==> config.mk <==
export PLATFORM = sky130hd
export DESIGN_NAME = sys_bus_arbiter_flat
export DESIGN_NICKNAME = d
export VERILOG_FILES = /design/src/rtl/sys_bus_arbiter_pkg.sv /design/src/rtl/sys_bus_arbiter_if.sv /design/src/rtl/sys_bus_arbiter_rr_picker.sv /design/src/rtl/sys_bus_arbiter.sv /design/src/flat_wrapper.sv
export SDC_FILE = /design/constraint.sdc
export NUM_CORES = 1
export LEC_CHECK = 0
export CORE_AREA = 2 2 111 113
export CTS_BUF_LIST = sky130_fd_sc_hd__clkbuf_8
export DETAILED_ROUTE_END_ITERATION = 7
export DIE_AREA = 0 0 113 115
export DONT_BUFFER_PORTS = 1
export MAX_ROUTING_LAYER = met4
export PLACE_DENSITY_LB_ADDON = 0.15
export SYNTH_ARGS = -nofsm -noshare
export SYNTH_HDL_FRONTEND = slang
export SYNTH_SLANG_ARGS = --single-unit
==> constraint.sdc <==
create_clock -name clk -period 1.84 [get_ports clk]
set_clock_uncertainty 0.1 [all_clocks]
set_input_delay 0.092 -clock clk [delete_from_list [all_inputs] [get_ports clk]]
set_output_delay 0.092 -clock clk [all_outputs]
set_load 0.005 [all_outputs]
==> src/rtl/sys_bus_arbiter_pkg.sv <==
// Shared types and helpers for the system bus arbiter: FSM encoding,
// index widths and the round-robin pointer advance.
package sys_bus_arbiter_pkg;

  localparam int MAX_M = 4;
  localparam int IDX_W = 2;
  localparam int CNT_W = 8;

  typedef enum logic [1:0] {
    ST_IDLE  = 2'd0,
    ST_GRANT = 2'd1,
    ST_XFER  = 2'd2
  } arb_state_e;

  function automatic logic [IDX_W-1:0] next_idx(input logic [IDX_W-1:0] idx, input int num_m);
    if (int'(idx) + 1 >= num_m) return '0;
    return idx + IDX_W'(1);
  endfunction

endpackage

==> src/rtl/sys_bus_arbiter_if.sv <==
// Requester and bus-target signals of the shared system bus arbiter.
// master: requesting masters; slave: the arbiter; target: the bus slave side.
interface sys_bus_arbiter_if #(
  parameter int NUM_M = 2
);
  logic [NUM_M-1:0]    m_req;
  logic [NUM_M-1:0]    m_lock;
  logic [32*NUM_M-1:0] m_addr;
  logic [32*NUM_M-1:0] m_wdata;
  logic [NUM_M-1:0]    m_rd;
  logic [4*NUM_M-1:0]  m_we;
  logic [NUM_M-1:0]    m_gnt;
  logic [NUM_M-1:0]    m_ack;
  logic [NUM_M-1:0]    m_err;
  logic [31:0]         m_rdata;
  logic [31:0]         bus_addr;
  logic [31:0]         bus_wdata;
  logic                bus_rd;
  logic [3:0]          bus_we;
  logic                bus_ready;
  logic [31:0]         bus_rdata;

  modport master (
    output m_req, m_lock, m_addr, m_wdata, m_rd, m_we,
    input  m_gnt, m_ack, m_err, m_rdata
  );

  modport slave (
    input  m_req, m_lock, m_addr, m_wdata, m_rd, m_we,
    output m_gnt, m_ack, m_err, m_rdata,
    output bus_addr, bus_wdata, bus_rd, bus_we,
    input  bus_ready, bus_rdata
  );

  modport target (
    input  bus_addr, bus_wdata, bus_rd, bus_we,
    output bus_ready, bus_rdata
  );
endinterface

==> src/rtl/sys_bus_arbiter_rr_picker.sv <==
// Combinational round-robin picker: first requester at or after ptr, wrapping.
module sys_bus_arbiter_rr_picker
  import sys_bus_arbiter_pkg::*;
#(
  parameter int NUM_M = 2
) (
  input  logic [NUM_M-1:0] req,
  input  logic [IDX_W-1:0] ptr,
  output logic [NUM_M-1:0] win_onehot,
  output logic [IDX_W-1:0] win_idx,
  output logic             valid
);

  logic [NUM_M-1:0] upper;
  logic [NUM_M-1:0] src;

  genvar gi;
  generate
    for (gi = 0; gi < NUM_M; gi++) begin : g_mask
      assign upper[gi] = req[gi] && (gi >= int'(ptr));
    end
  endgenerate

  // Requests at/after the pointer take precedence; otherwise wrap to the lowest.
  always_comb begin
    src        = (upper != '0) ? upper : req;
    win_onehot = '0;
    win_idx    = '0;
    for (int i = NUM_M - 1; i >= 0; i--) begin
      if (src[i]) begin
        win_idx    = IDX_W'(i);
        win_onehot = NUM_M'(1) << i;
      end
    end
  end

  assign valid = |req;

endmodule

==> src/rtl/sys_bus_arbiter.sv <==
// Round-robin arbiter/sequencer for the shared system bus: one transfer at a
// time, registered bus outputs, ack/err pulses and a saturating timeout.
module sys_bus_arbiter
  import sys_bus_arbiter_pkg::*;
#(
  parameter int NUM_M   = 2,
  parameter int TIMEOUT = 255,
  parameter int PARK_M  = 0
) (
  input  logic             clk,
  input  logic             rst,
  sys_bus_arbiter_if.slave bif,
  output logic             busy
);

  localparam logic [CNT_W-1:0] TIMEOUT_CNT = CNT_W'(TIMEOUT);

  // Per-master fields padded to MAX_M so the owner index always fits exactly.
  logic [MAX_M-1:0] req_pad, lock_pad, rd_pad;
  logic [31:0]      addr_arr  [MAX_M];
  logic [31:0]      wdata_arr [MAX_M];
  logic [3:0]       we_arr    [MAX_M];

  genvar gi;
  generate
    for (gi = 0; gi < MAX_M; gi++) begin : g_port
      if (gi < NUM_M) begin : g_used
        assign req_pad[gi]   = bif.m_req[gi];
        assign lock_pad[gi]  = bif.m_lock[gi];
        assign rd_pad[gi]    = bif.m_rd[gi];
        assign addr_arr[gi]  = bif.m_addr[gi*32 +: 32];
        assign wdata_arr[gi] = bif.m_wdata[gi*32 +: 32];
        assign we_arr[gi]    = bif.m_we[gi*4 +: 4];
      end else begin : g_unused
        assign req_pad[gi]   = 1'b0;
        assign lock_pad[gi]  = 1'b0;
        assign rd_pad[gi]    = 1'b0;
        assign addr_arr[gi]  = '0;
        assign wdata_arr[gi] = '0;
        assign we_arr[gi]    = '0;
      end
    end
  endgenerate

  arb_state_e       state_reg, state_next;
  logic [IDX_W-1:0] ptr_reg, ptr_next;
  logic [IDX_W-1:0] owner_reg, owner_next;
  logic [CNT_W-1:0] cnt_reg, cnt_next;
  logic [NUM_M-1:0] gnt_reg, gnt_next;
  logic [NUM_M-1:0] ack_reg, ack_next;
  logic [NUM_M-1:0] err_reg, err_next;
  logic [31:0]      rdata_reg, rdata_next;
  logic [31:0]      bus_addr_reg, bus_addr_next;
  logic [31:0]      bus_wdata_reg, bus_wdata_next;
  logic             bus_rd_reg, bus_rd_next;
  logic [3:0]       bus_we_reg, bus_we_next;

  logic [NUM_M-1:0] pick_onehot;
  logic [IDX_W-1:0] pick_idx;
  logic             pick_valid;

  sys_bus_arbiter_rr_picker #(.NUM_M(NUM_M)) u_picker (
    .req        (bif.m_req),
    .ptr        (ptr_reg),
    .win_onehot (pick_onehot),
    .win_idx    (pick_idx),
    .valid      (pick_valid)
  );

  always_ff @(posedge clk) begin
    if (rst) begin
      state_reg     <= ST_IDLE;
      ptr_reg       <= IDX_W'(PARK_M);
      owner_reg     <= '0;
      cnt_reg       <= '0;
      gnt_reg       <= '0;
      ack_reg       <= '0;
      err_reg       <= '0;
      rdata_reg     <= '0;
      bus_addr_reg  <= '0;
      bus_wdata_reg <= '0;
      bus_rd_reg    <= 1'b0;
      bus_we_reg    <= '0;
    end else begin
      state_reg     <= state_next;
      ptr_reg       <= ptr_next;
      owner_reg     <= owner_next;
      cnt_reg       <= cnt_next;
      gnt_reg       <= gnt_next;
      ack_reg       <= ack_next;
      err_reg       <= err_next;
      rdata_reg     <= rdata_next;
      bus_addr_reg  <= bus_addr_next;
      bus_wdata_reg <= bus_wdata_next;
      bus_rd_reg    <= bus_rd_next;
      bus_we_reg    <= bus_we_next;
    end
  end

  always_comb begin
    state_next     = state_reg;
    ptr_next       = ptr_reg;
    owner_next     = owner_reg;
    cnt_next       = cnt_reg;
    gnt_next       = gnt_reg;
    ack_next       = '0;
    err_next       = '0;
    rdata_next     = rdata_reg;
    bus_addr_next  = bus_addr_reg;
    bus_wdata_next = bus_wdata_reg;
    bus_rd_next    = bus_rd_reg;
    bus_we_next    = bus_we_reg;
    case (state_reg)
      ST_IDLE: begin
        if (pick_valid) begin
          owner_next = pick_idx;
          gnt_next   = pick_onehot;
          state_next = ST_GRANT;
        end
      end
      ST_GRANT: begin
        bus_addr_next  = addr_arr[owner_reg];
        bus_wdata_next = wdata_arr[owner_reg];
        bus_rd_next    = rd_pad[owner_reg];
        bus_we_next    = we_arr[owner_reg];
        cnt_next       = '0;
        state_next     = ST_XFER;
      end
      ST_XFER: begin
        // Ready is checked before the timeout so it wins on the expiry cycle.
        if (bif.bus_ready || (cnt_reg == TIMEOUT_CNT)) begin
          if (bif.bus_ready) begin
            ack_next = gnt_reg;
            if (bus_rd_reg) rdata_next = bif.bus_rdata;
          end else begin
            err_next = gnt_reg;
          end
          bus_rd_next = 1'b0;
          bus_we_next = '0;
          if (bif.bus_ready && lock_pad[owner_reg] && req_pad[owner_reg]) begin
            state_next = ST_GRANT;
          end else begin
            gnt_next   = '0;
            ptr_next   = next_idx(owner_reg, NUM_M);
            state_next = ST_IDLE;
          end
        end else if (cnt_reg != '1) begin
          cnt_next = cnt_reg + CNT_W'(1);
        end
      end
      default: state_next = ST_IDLE;
    endcase
  end

  assign bif.m_gnt     = gnt_reg;
  assign bif.m_ack     = ack_reg;
  assign bif.m_err     = err_reg;
  assign bif.m_rdata   = rdata_reg;
  assign bif.bus_addr  = bus_addr_reg;
  assign bif.bus_wdata = bus_wdata_reg;
  assign bif.bus_rd    = bus_rd_reg;
  assign bif.bus_we    = bus_we_reg;
  assign busy          = (state_reg != ST_IDLE);

endmodule

==> src/flat_wrapper.sv <==
// flat-port wrapper written by rule: the top's interface ports become plain ports
module sys_bus_arbiter_flat import sys_bus_arbiter_pkg::*;
#(
  parameter int NUM_M   = 2,
  parameter int TIMEOUT = 255,
  parameter int PARK_M  = 0
)
  (clk, rst, busy, bif_m_req, bif_m_lock, bif_m_addr, bif_m_wdata, bif_m_rd, bif_m_we, bif_m_gnt, bif_m_ack, bif_m_err, bif_m_rdata, bif_bus_addr, bif_bus_wdata, bif_bus_rd, bif_bus_we, bif_bus_ready, bif_bus_rdata);
  sys_bus_arbiter_if #(.NUM_M(NUM_M)) bif_i ();
  input  logic clk;
  input  logic rst;
  output logic busy;
  input wire logic [$bits(bif_i.m_req)-1:0] bif_m_req;
  input wire logic [$bits(bif_i.m_lock)-1:0] bif_m_lock;
  input wire logic [$bits(bif_i.m_addr)-1:0] bif_m_addr;
  input wire logic [$bits(bif_i.m_wdata)-1:0] bif_m_wdata;
  input wire logic [$bits(bif_i.m_rd)-1:0] bif_m_rd;
  input wire logic [$bits(bif_i.m_we)-1:0] bif_m_we;
  output wire logic [$bits(bif_i.m_gnt)-1:0] bif_m_gnt;
  output wire logic [$bits(bif_i.m_ack)-1:0] bif_m_ack;
  output wire logic [$bits(bif_i.m_err)-1:0] bif_m_err;
  output wire logic [$bits(bif_i.m_rdata)-1:0] bif_m_rdata;
  output wire logic [$bits(bif_i.bus_addr)-1:0] bif_bus_addr;
  output wire logic [$bits(bif_i.bus_wdata)-1:0] bif_bus_wdata;
  output wire logic [$bits(bif_i.bus_rd)-1:0] bif_bus_rd;
  output wire logic [$bits(bif_i.bus_we)-1:0] bif_bus_we;
  input wire logic [$bits(bif_i.bus_ready)-1:0] bif_bus_ready;
  input wire logic [$bits(bif_i.bus_rdata)-1:0] bif_bus_rdata;
  assign bif_i.m_req = bif_m_req;
  assign bif_i.m_lock = bif_m_lock;
  assign bif_i.m_addr = bif_m_addr;
  assign bif_i.m_wdata = bif_m_wdata;
  assign bif_i.m_rd = bif_m_rd;
  assign bif_i.m_we = bif_m_we;
  assign bif_m_gnt = bif_i.m_gnt;
  assign bif_m_ack = bif_i.m_ack;
  assign bif_m_err = bif_i.m_err;
  assign bif_m_rdata = bif_i.m_rdata;
  assign bif_bus_addr = bif_i.bus_addr;
  assign bif_bus_wdata = bif_i.bus_wdata;
  assign bif_bus_rd = bif_i.bus_rd;
  assign bif_bus_we = bif_i.bus_we;
  assign bif_i.bus_ready = bif_bus_ready;
  assign bif_i.bus_rdata = bif_bus_rdata;
  sys_bus_arbiter #(.NUM_M(NUM_M), .TIMEOUT(TIMEOUT), .PARK_M(PARK_M)) u_core (.clk(clk), .rst(rst), .bif(bif_i), .busy(busy));
endmodule
==> results of run 1 <==
## final cells by class
cell class | count | area, sq um | share of cell area
antenna | 1 | 2.502 | 0.0004254
clock buffer | 17 | 234.0 | 0.03978
clock inverter | 15 | 178.9 | 0.03042
inverter | 6 | 22.52 | 0.003829
multi-input combinational | 393 | 2497 | 0.4246
sequential | 119 | 2387 | 0.4059
tap | 147 | 183.9 | 0.03127
timing repair buffer | 33 | 375.4 | 0.06382
## power groups by stage
stage | sequential [mW] | clock [mW] | combinational [mW]
after detailed placement | 3.26 | 0 | 1.23
final | 3.21 | 2.47 | 1.26
after CTS | 3.21 | 2.55 | 1.27
after floorplan | 3.16 | 0 | 0.977
after global placement | 3.27 | 0 | 1.19
after global routing | 3.25 | 2.67 | 1.43
## layout by cell type (no fill, tap or decap), types with 3 or more instances in the layout
| cell | count |
|---|---|
| clkinv_2 | 3 |
| clkinv_4 | 3 |
| and3_1 | 3 |
| a21oi_1 | 37 |
| buf_4 | 10 |
| nand2_1 | 75 |
| bufinv_16 | 3 |
| clkbuf_8 | 17 |
| inv_1 | 6 |
| dlygate4sd3_1 | 16 |
| a211oi_1 | 67 |
| o211ai_1 | 3 |
| nor2_1 | 71 |
| o21ai_0 | 5 |
| buf_12 | 7 |
| clkinvlp_4 | 4 |
| or4_1 | 3 |
| dfxtp_1 | 117 |
| a31oi_1 | 4 |
| mux2i_1 | 72 |
| nand3_1 | 8 |
| o2bb2ai_1 | 5 |
| nand2b_1 | 4 |
## how the worst min path moves through the flow
stage                                 from                     to  slack [ns]
after floorplan           bif_bus_rdata[0]  u_core.bif.m_rdata[0]        0.13
after CTS                              rst  u_core.bif.m_rdata[8]       -0.40
final                                  rst  u_core.bif.m_rdata[7]       -0.38
after detailed placement               rst  u_core.bif.m_rdata[8]        0.07
after global routing                   rst  u_core.bif.m_rdata[8]       -0.41
after global placement                 rst    u_core.owner_reg[0]        0.07
## synthesized netlist by cell type (all sizes together), types with 3 or more instances
library cell    n  area share
dfxtp         119        0.47
nand2          75       0.056
mux2i          72        0.14
nor2           71       0.053
a211oi         67       0.099
a21oi          38       0.038
clkbuf         29       0.022
buf            16       0.015
nand3           9      0.0089
o21ai           8      0.0087
inv             6      0.0044
ha              5       0.012
o2bb2ai         5      0.0087
a31oi           4      0.0049
and3            4      0.0052
nand2b          4      0.0049
a21boi          3      0.0052
nor4            3      0.0049
o211ai          3      0.0044
or4             3      0.0044
## worst max-delay path, stage by stage, from the launching register on
cell and delay (ns):
dfxtp_2 0.34, inv_1 0.10, ha_2 0.20, buf_4 0.12
nand2_1 0.04, a22oi_1 0.15, nor2_1 0.05, dlygate4sd3_1 0.56
## routing by layer
layer | track usage | up-vias | wire (um)
met5 | - | - | 0
met4 | 0.08618 | 0 | 227
met3 | 0.07538 | 17 | 1343
met2 | 0.2982 | 187 | 6110
met1 | 0.2161 | 1842 | 4795
li1 | - | 2025 | -
## through the flow
stage | area, sq um | util | TNS, ns | total power [mW]
detailed placement | 5291 | 0.4480 | 0 | 4.490
floorplan | 5061 | - | 0 | 4.139
finish | 5882 | 0.4980 | 0 | 6.942
global placement | 5291 | 0.4480 | 0 | 4.458
global route | 5882 | 0.4980 | -0.1078 | 7.347
CTS | 5864 | 0.4965 | 0 | 7.030
## logic make-up after synthesis
| logic type | count (synthesis) |
|---|---|
| buffers and inverters | 51 |
| flip-flops | 119 |
| multiplexers | 72 |
| adder cells (fa/ha/maj) | 5 |
| AND/OR/NAND/NOR | 182 |
| AO/OA/AOI/OAI | 134 |
## what timing repair did
action	4_1_cts	5_1_grt
endpoints found under the setup margin	0	17
endpoints found under the hold margin	119	118
gates resized for setup	0	6
==> summary.md, run 1 <==
| Metric | Value |
|---|---|
| Outcome | finished with violations |
| Failing checks | design-rule violations, negative hold slack |
| Register area share after synthesis | 0.4707 |
| Slew at the pin with the worst max-slew slack | about 0.40 ns |
| Crit Path Max Fanout | 4 |
| Layout cells sized above 1 | 0.1063 |
| Area share of fa/ha/maj cells after synthesis | 0.01236 |
| RSZ-0062 raised after global routing | true |
| RR Endpoint | u_core.owner_reg[0] |
| Fmax | 565.1 MHz |
| PortBufs | 0 |
| Post-Synth XOR/XNOR Area | 0 |
| CP Launch Type | flop |
| Leak Pwr | 1.951 nW |
| Initial Utilization | 0.4285 |
| Post-synth EDFFs | 0 |
| GR Overflow Total | 0 |
| Cells after DPL | 682 |
| Worst Path Required | 2.06 ns |
| Syn Std Cell Area | 5061 sq um |
| Post-synth ARST share | 0 |
| Gp weighted congestion | roughly 0.87 |
| Ports | between 200 and 300 |
| Slew margin rel. | 0.7346 |
| GRT Total Usage | 0.1906 |
| Hold path depth | 1 |
| Global-route wire length before repair | about 19 mm |
| Total of max-cap violations | 0 |
| Count of pins over their slew limit | 0 |
| Via Count | 4071 |
| Die W | 113 um |
| H-tree levels | 4 |
| CTS tree | built |
| Synthesis Warnings | 0 |
| CP Class | flop to flop |
| Minimum clock period | 1.770 ns |
| Final hold violation count | 118 |
| CTS root buf | clkbuf_8 |
| Vias per Instance | 5.569 |
| Netlist cell types | 43 |
| FP Rows | 40 |
| Core area | roughly 12000 sq um |
| Clock latency on the worst-skew pair | 0.43 ns |
| Wire per inst | around 17 um |
| Worst Hold Class | primary input to flop |
| Syn_area_per_cell | 8.990 sq um |
| Combinational Power Share | 0.182 |
| Initial antenna violation count | 1 |
| Worst R2R Start | u_core.state_reg[1] |
| Max IR drop VDD | approximately 450 uV |
| Final std cells w/o fill | between 700 and 800 |
| # clock sinks | 119 |
| DRT Pass-1 Iters | 6 |
| Reg2reg path depth | 7 |
| Routed WL | roughly 12 mm |
| Vias in the first global route | between 3000 and 4000 |
| Cell area power density | roughly 1200 nW/um^2 |
| Dpl hpwl | between 8 and 9 mm |
| Critical Path Sink Type | flop |
| Final-layout fill cell count | 1106 |
| Iteration-0 DRC Markers | 193 |
| Nets@finish | approximately 750 |
| Synth Area in Compound Gates | 0.1790 |
| Post-CTS Setup Bufs | 0 |
| Clock tree buffer depth | 2 |
| Place WS | 0.04849 ns |
| Most common flop cell mapped by yosys | dfxtp_1 |
| Beginning of the critical path | u_core.state_reg[1] |
| Internal power | 4.861 mW |
| Setup slack, reg-to-reg | around 0.070 ns |
| Clock slew at reported path FFs | 0.08 ns |
| WP data arrival | 1.99 ns |
| Synth Net Count | 745 |
| Die Span Y | around 120 um |
| Cts hold-fix bufs | 16 |
| Clk pwr share | 0.356 |
| DRC Markers | 16 |
| Hold WS | -0.3782 ns |
| Number of buffers created by CTS | 17 |
| Full die area | between 10000 and 15000 sq um |
| Post-Synth Simple-Gate Area | 0.1545 |
| Seq pwr share | 0.462 |
| Area grow syn2layout | 16.22% |
| Worst setup endpoint | u_core.owner_reg[0] |
| Worst setup margin | just over 0.07 ns |
| FF+latch count, synth | roughly 120 |
| Syn Inst Count | about 560 |
| Final setup viols | 0 |
| Largest family of logic cells by synthesized area | compound AO/OA/AOI/OAI gates |
| Post-route ant nets | 0 |
| Multiplexer share of the synthesized area | 0.1424 |
| Sw Pwr | 2.081 mW |
| Sw Ratio | 0.2998 |
| Period utilization | 0.9617 |
| Largest net degree at the start of global routing | 114 |
(Power assumes the default switching activity.)
==> run 2, diff against run 1 <==
--- a/config.mk
+++ b/config.mk
@@ -5,13 +5,12 @@
 export SDC_FILE = /design/constraint.sdc
 export NUM_CORES = 1
 export LEC_CHECK = 0
-export CORE_AREA = 2 2 111 113
+export CORE_MARGIN = 2
+export CORE_UTILIZATION = 40
 export CTS_BUF_LIST = sky130_fd_sc_hd__clkbuf_8
 export DETAILED_ROUTE_END_ITERATION = 7
-export DIE_AREA = 0 0 113 115
 export DONT_BUFFER_PORTS = 1
-export MAX_ROUTING_LAYER = met4
-export PLACE_DENSITY_LB_ADDON = 0.15
+export PLACE_DENSITY_LB_ADDON = 0.1
 export SYNTH_ARGS = -nofsm -noshare
 export SYNTH_HDL_FRONTEND = slang
 export SYNTH_SLANG_ARGS = --single-unit
==> summary.md, run 2 (synthesis results as in run 1) <==
| Metric | Value |
|---|---|
| Minimum clock period | 1.731 ns (was 1.770 ns) |
| Crit Path Max Fanout | 4 (unchanged) |
| CP Class | flop to flop (unchanged) |
| RSZ-0062 raised after global routing | true (unchanged) |
| Final-layout fill cell count | 1237 (was 1106) |
| CP Cell Sequence | inv_2 > ha_2 > buf_4 > nand2_1 > a22oi_2 > nor2_1 > dlygate4sd3_1 (was inv_1 > ha_2 > buf_4 > nand2_1 > a22oi_1 > nor2_1 > dlygate4sd3_1) |
| Total of max-cap violations | 0 (unchanged) |
| GR Overflow Total | 0 (unchanged) |
| Post-route ant nets | 0 (unchanged) |
| Hold WS | -0.3534 ns (was -0.3782 ns) |
| Worst Path Required | 2.05 ns (was 2.06 ns) |
| Die W | 116.5 um (was 113 um) |
| CP Launch Type | flop (unchanged) |
| Final std cells w/o fill | 755 (was 731) |
| Gp weighted congestion | 0.8003 (was 0.8692) |
| Failing checks | negative hold slack (was design-rule violations, negative hold slack) |
| CTS root buf | clkbuf_8 (unchanged) |
| Slew at the pin with the worst max-slew slack | 0.5616 ns (was 0.3968 ns) |
| Vias per Instance | 5.363 (was 5.569) |
| Ant diodes | 0 (was 1) |
| Nets@finish | 752 (unchanged) |
| Slowest-stage cell, CP | dlygate4sd3_1 (unchanged) |
| Max incr delay on CP | 0.55 ns (was 0.56 ns) |
| GRT Total Usage | 0.1816 (was 0.1906) |
| Number of buffers created by CTS | 17 (unchanged) |
| Period utilization | 0.9409 (was 0.9617) |
| Iteration-0 DRC Markers | 156 (was 193) |
| Post-layout util | 0.4744 (was 0.4980) |
| Initial Utilization | 0.4060 (was 0.4285) |
| Via Count | 4049 (was 4071) |
| Layout cells sized above 1 | 0.1046 (was 0.1063) |
| Initial antenna violation count | 0 (was 1) |
| Count of pins over their slew limit | 0 (unchanged) |
| FP Rows | 41 (was 40) |
| DRC Markers | 0 (was 16) |
| Setup slack, reg-to-reg | 0.11 ns (was 0.07 ns) |
| Leak Pwr | 1.971 nW (was 1.951 nW) |
| Routed WL | 12.73 mm (was 12.48 mm) |
| WP data arrival | 1.94 ns (was 1.99 ns) |
| Largest net degree at the start of global routing | 114 (unchanged) |
| Die Span Y | 116.5 um (was 115 um) |
| Core area | 12470 sq um (was 11810 sq um) |
| Slew margin rel. | 0.6227 (was 0.7346) |
| Final setup viols | 0 (unchanged) |
| Most frequent cells in the layout | 117 x dfxtp_1, 75 x nand2_1, 72 x mux2i_1 (unchanged) |
| Clock latency on the worst-skew pair | 0.43 ns (about the same) |
| Clock slew at reported path FFs | 0.06 ns (was 0.08 ns) |
| Cells after DPL | 706 (was 682) |
| Area grow syn2layout | 16.84% (was 16.22%) |
| PortBufs | 0 (unchanged) |
| Ports | 285 (unchanged) |
| Max IR drop VDD | 549.0 uV (was 447.9 uV) |
| Vias in the first global route | 3699 (was 3852) |
| # clock sinks | 119 (unchanged) |
| Global-route wire length before repair | 18.80 mm (was 18.98 mm) |
| Dpl hpwl | 8.819 mm (was 8.772 mm) |
| Wire per inst | 16.86 um (was 17.07 um) |
| Fmax | 577.6 MHz (was 565.1 MHz) |
| H-tree levels | 4 (unchanged) |
| Final hold violation count | 118 (unchanged) |
| Outcome | finished with violations (unchanged) |
| Clock tree buffer depth | 2 (unchanged) |
| Commonest non-fill, non-tap cell in the layout | dfxtp_1 (unchanged) |
| Cts hold-fix bufs | 16 (unchanged) |
| Worst Hold Class | primary input to flop (unchanged) |
| CTS tree | built (unchanged) |
| DRT Pass-1 Iters | 4 (was 6) |
| Full die area | 13570 sq um (was 13000 sq um) |
| Critical Path Sink Type | flop (unchanged) |
| Cell area power density | 1162 nW/um^2 (was 1180 nW/um^2) |
-- run 2: cell types whose count changed in the layout (fill, tap and decap cells not counted), moves of 2 or more --
| cell | previous run | this run |
|---|---|---|
| clkinvlp_4 | 4 | 2 |
| inv_1 | 6 | 8 |
| clkbuf_8 | 17 | 23 |
| inv_6 | 2 | 0 |
| clkinv_4 | 3 | 0 |
| clkinv_2 | 3 | 1 |
-- run 2: worst paths after layout --
kind / end / cells after the start / startpoint
max: u_core.owner_reg[0] / 7 / u_core.state_reg[1]
min reg2reg: u_core.ptr_reg[0] / 2 / u_core.ptr_reg[0]
max reg2reg: u_core.owner_reg[0] / 7 / u_core.state_reg[1]
min: u_core.ptr_reg[0] / 1 / rst
-- run 2: timing repair --
item | in CTS | in global routing
setup buffers | 0 | 1
hold endpoints to repair | 119 | 118
gates resized for setup | 0 | 8
setup endpoints to repair | 0 | 17
-- run 2: stage by stage --
step	cell area, sq um	TNS, ns	worst slack [ns]	power (mW)	hold WS, ns
5_1_grt	5913	-0.0001201	-0.0001201	7.296	-0.4081
3_5_place_dp	5303	0	0.01053	4.476	0.06561
3_3_place_gp	5303	0	0.06535	4.451	0.07294
2_1_floorplan	5061	0	0.07558	4.139	0.1280
4_1_cts	5877	0	0.0009035	6.952	-0.3999
6_report	5913	0	0.1088	6.871	-0.3534
-- run 2: power by group --
part / switching (mW) / leakage (nW) / internal (mW) / total, mW
Clock: 0.994 / 0.218 / 1.40 / 2.40
Sequential: 0.295 / 0.974 / 2.92 / 3.21
Combinational: 0.664 / 0.779 / 0.597 / 1.26
Total: 1.95 / 1.97 / 4.92 / 6.87
-- run 2: final cells by class --
class,count,area [sq um],share of cell area
multi-input cells,393,2511,0.4247
flip-flops and latches,119,2387,0.4037
repair buffers,33,362.8,0.06136
clock buffers,23,316.6,0.05353
well taps,172,215.2,0.03639
clock inverters,9,97.59,0.01650
inverters,6,22.52,0.003809
-- run 2: critical path, delay by kind of cell, from the launching register on --
| kind | cells | cell delay (ns) |
|---|---|---|
| buf+inv | 3 | 0.75 |
| flops | 1 | 0.34 |
| fa+ha+maj | 1 | 0.18 |
| compound gates | 1 | 0.13 |
| simple gates | 2 | 0.12 |
-- run 2: per-layer routing --
metal / up-vias / routed length [um] / GRT usage
li1: 2021 / - / -
met1: 1830 / 4989 / 0.1969
met2: 179 / 6170 / 0.2965
met3: 19 / 1341 / 0.09756
met4: 0 / 231 / 0.07619
met5: - / 0 / 0
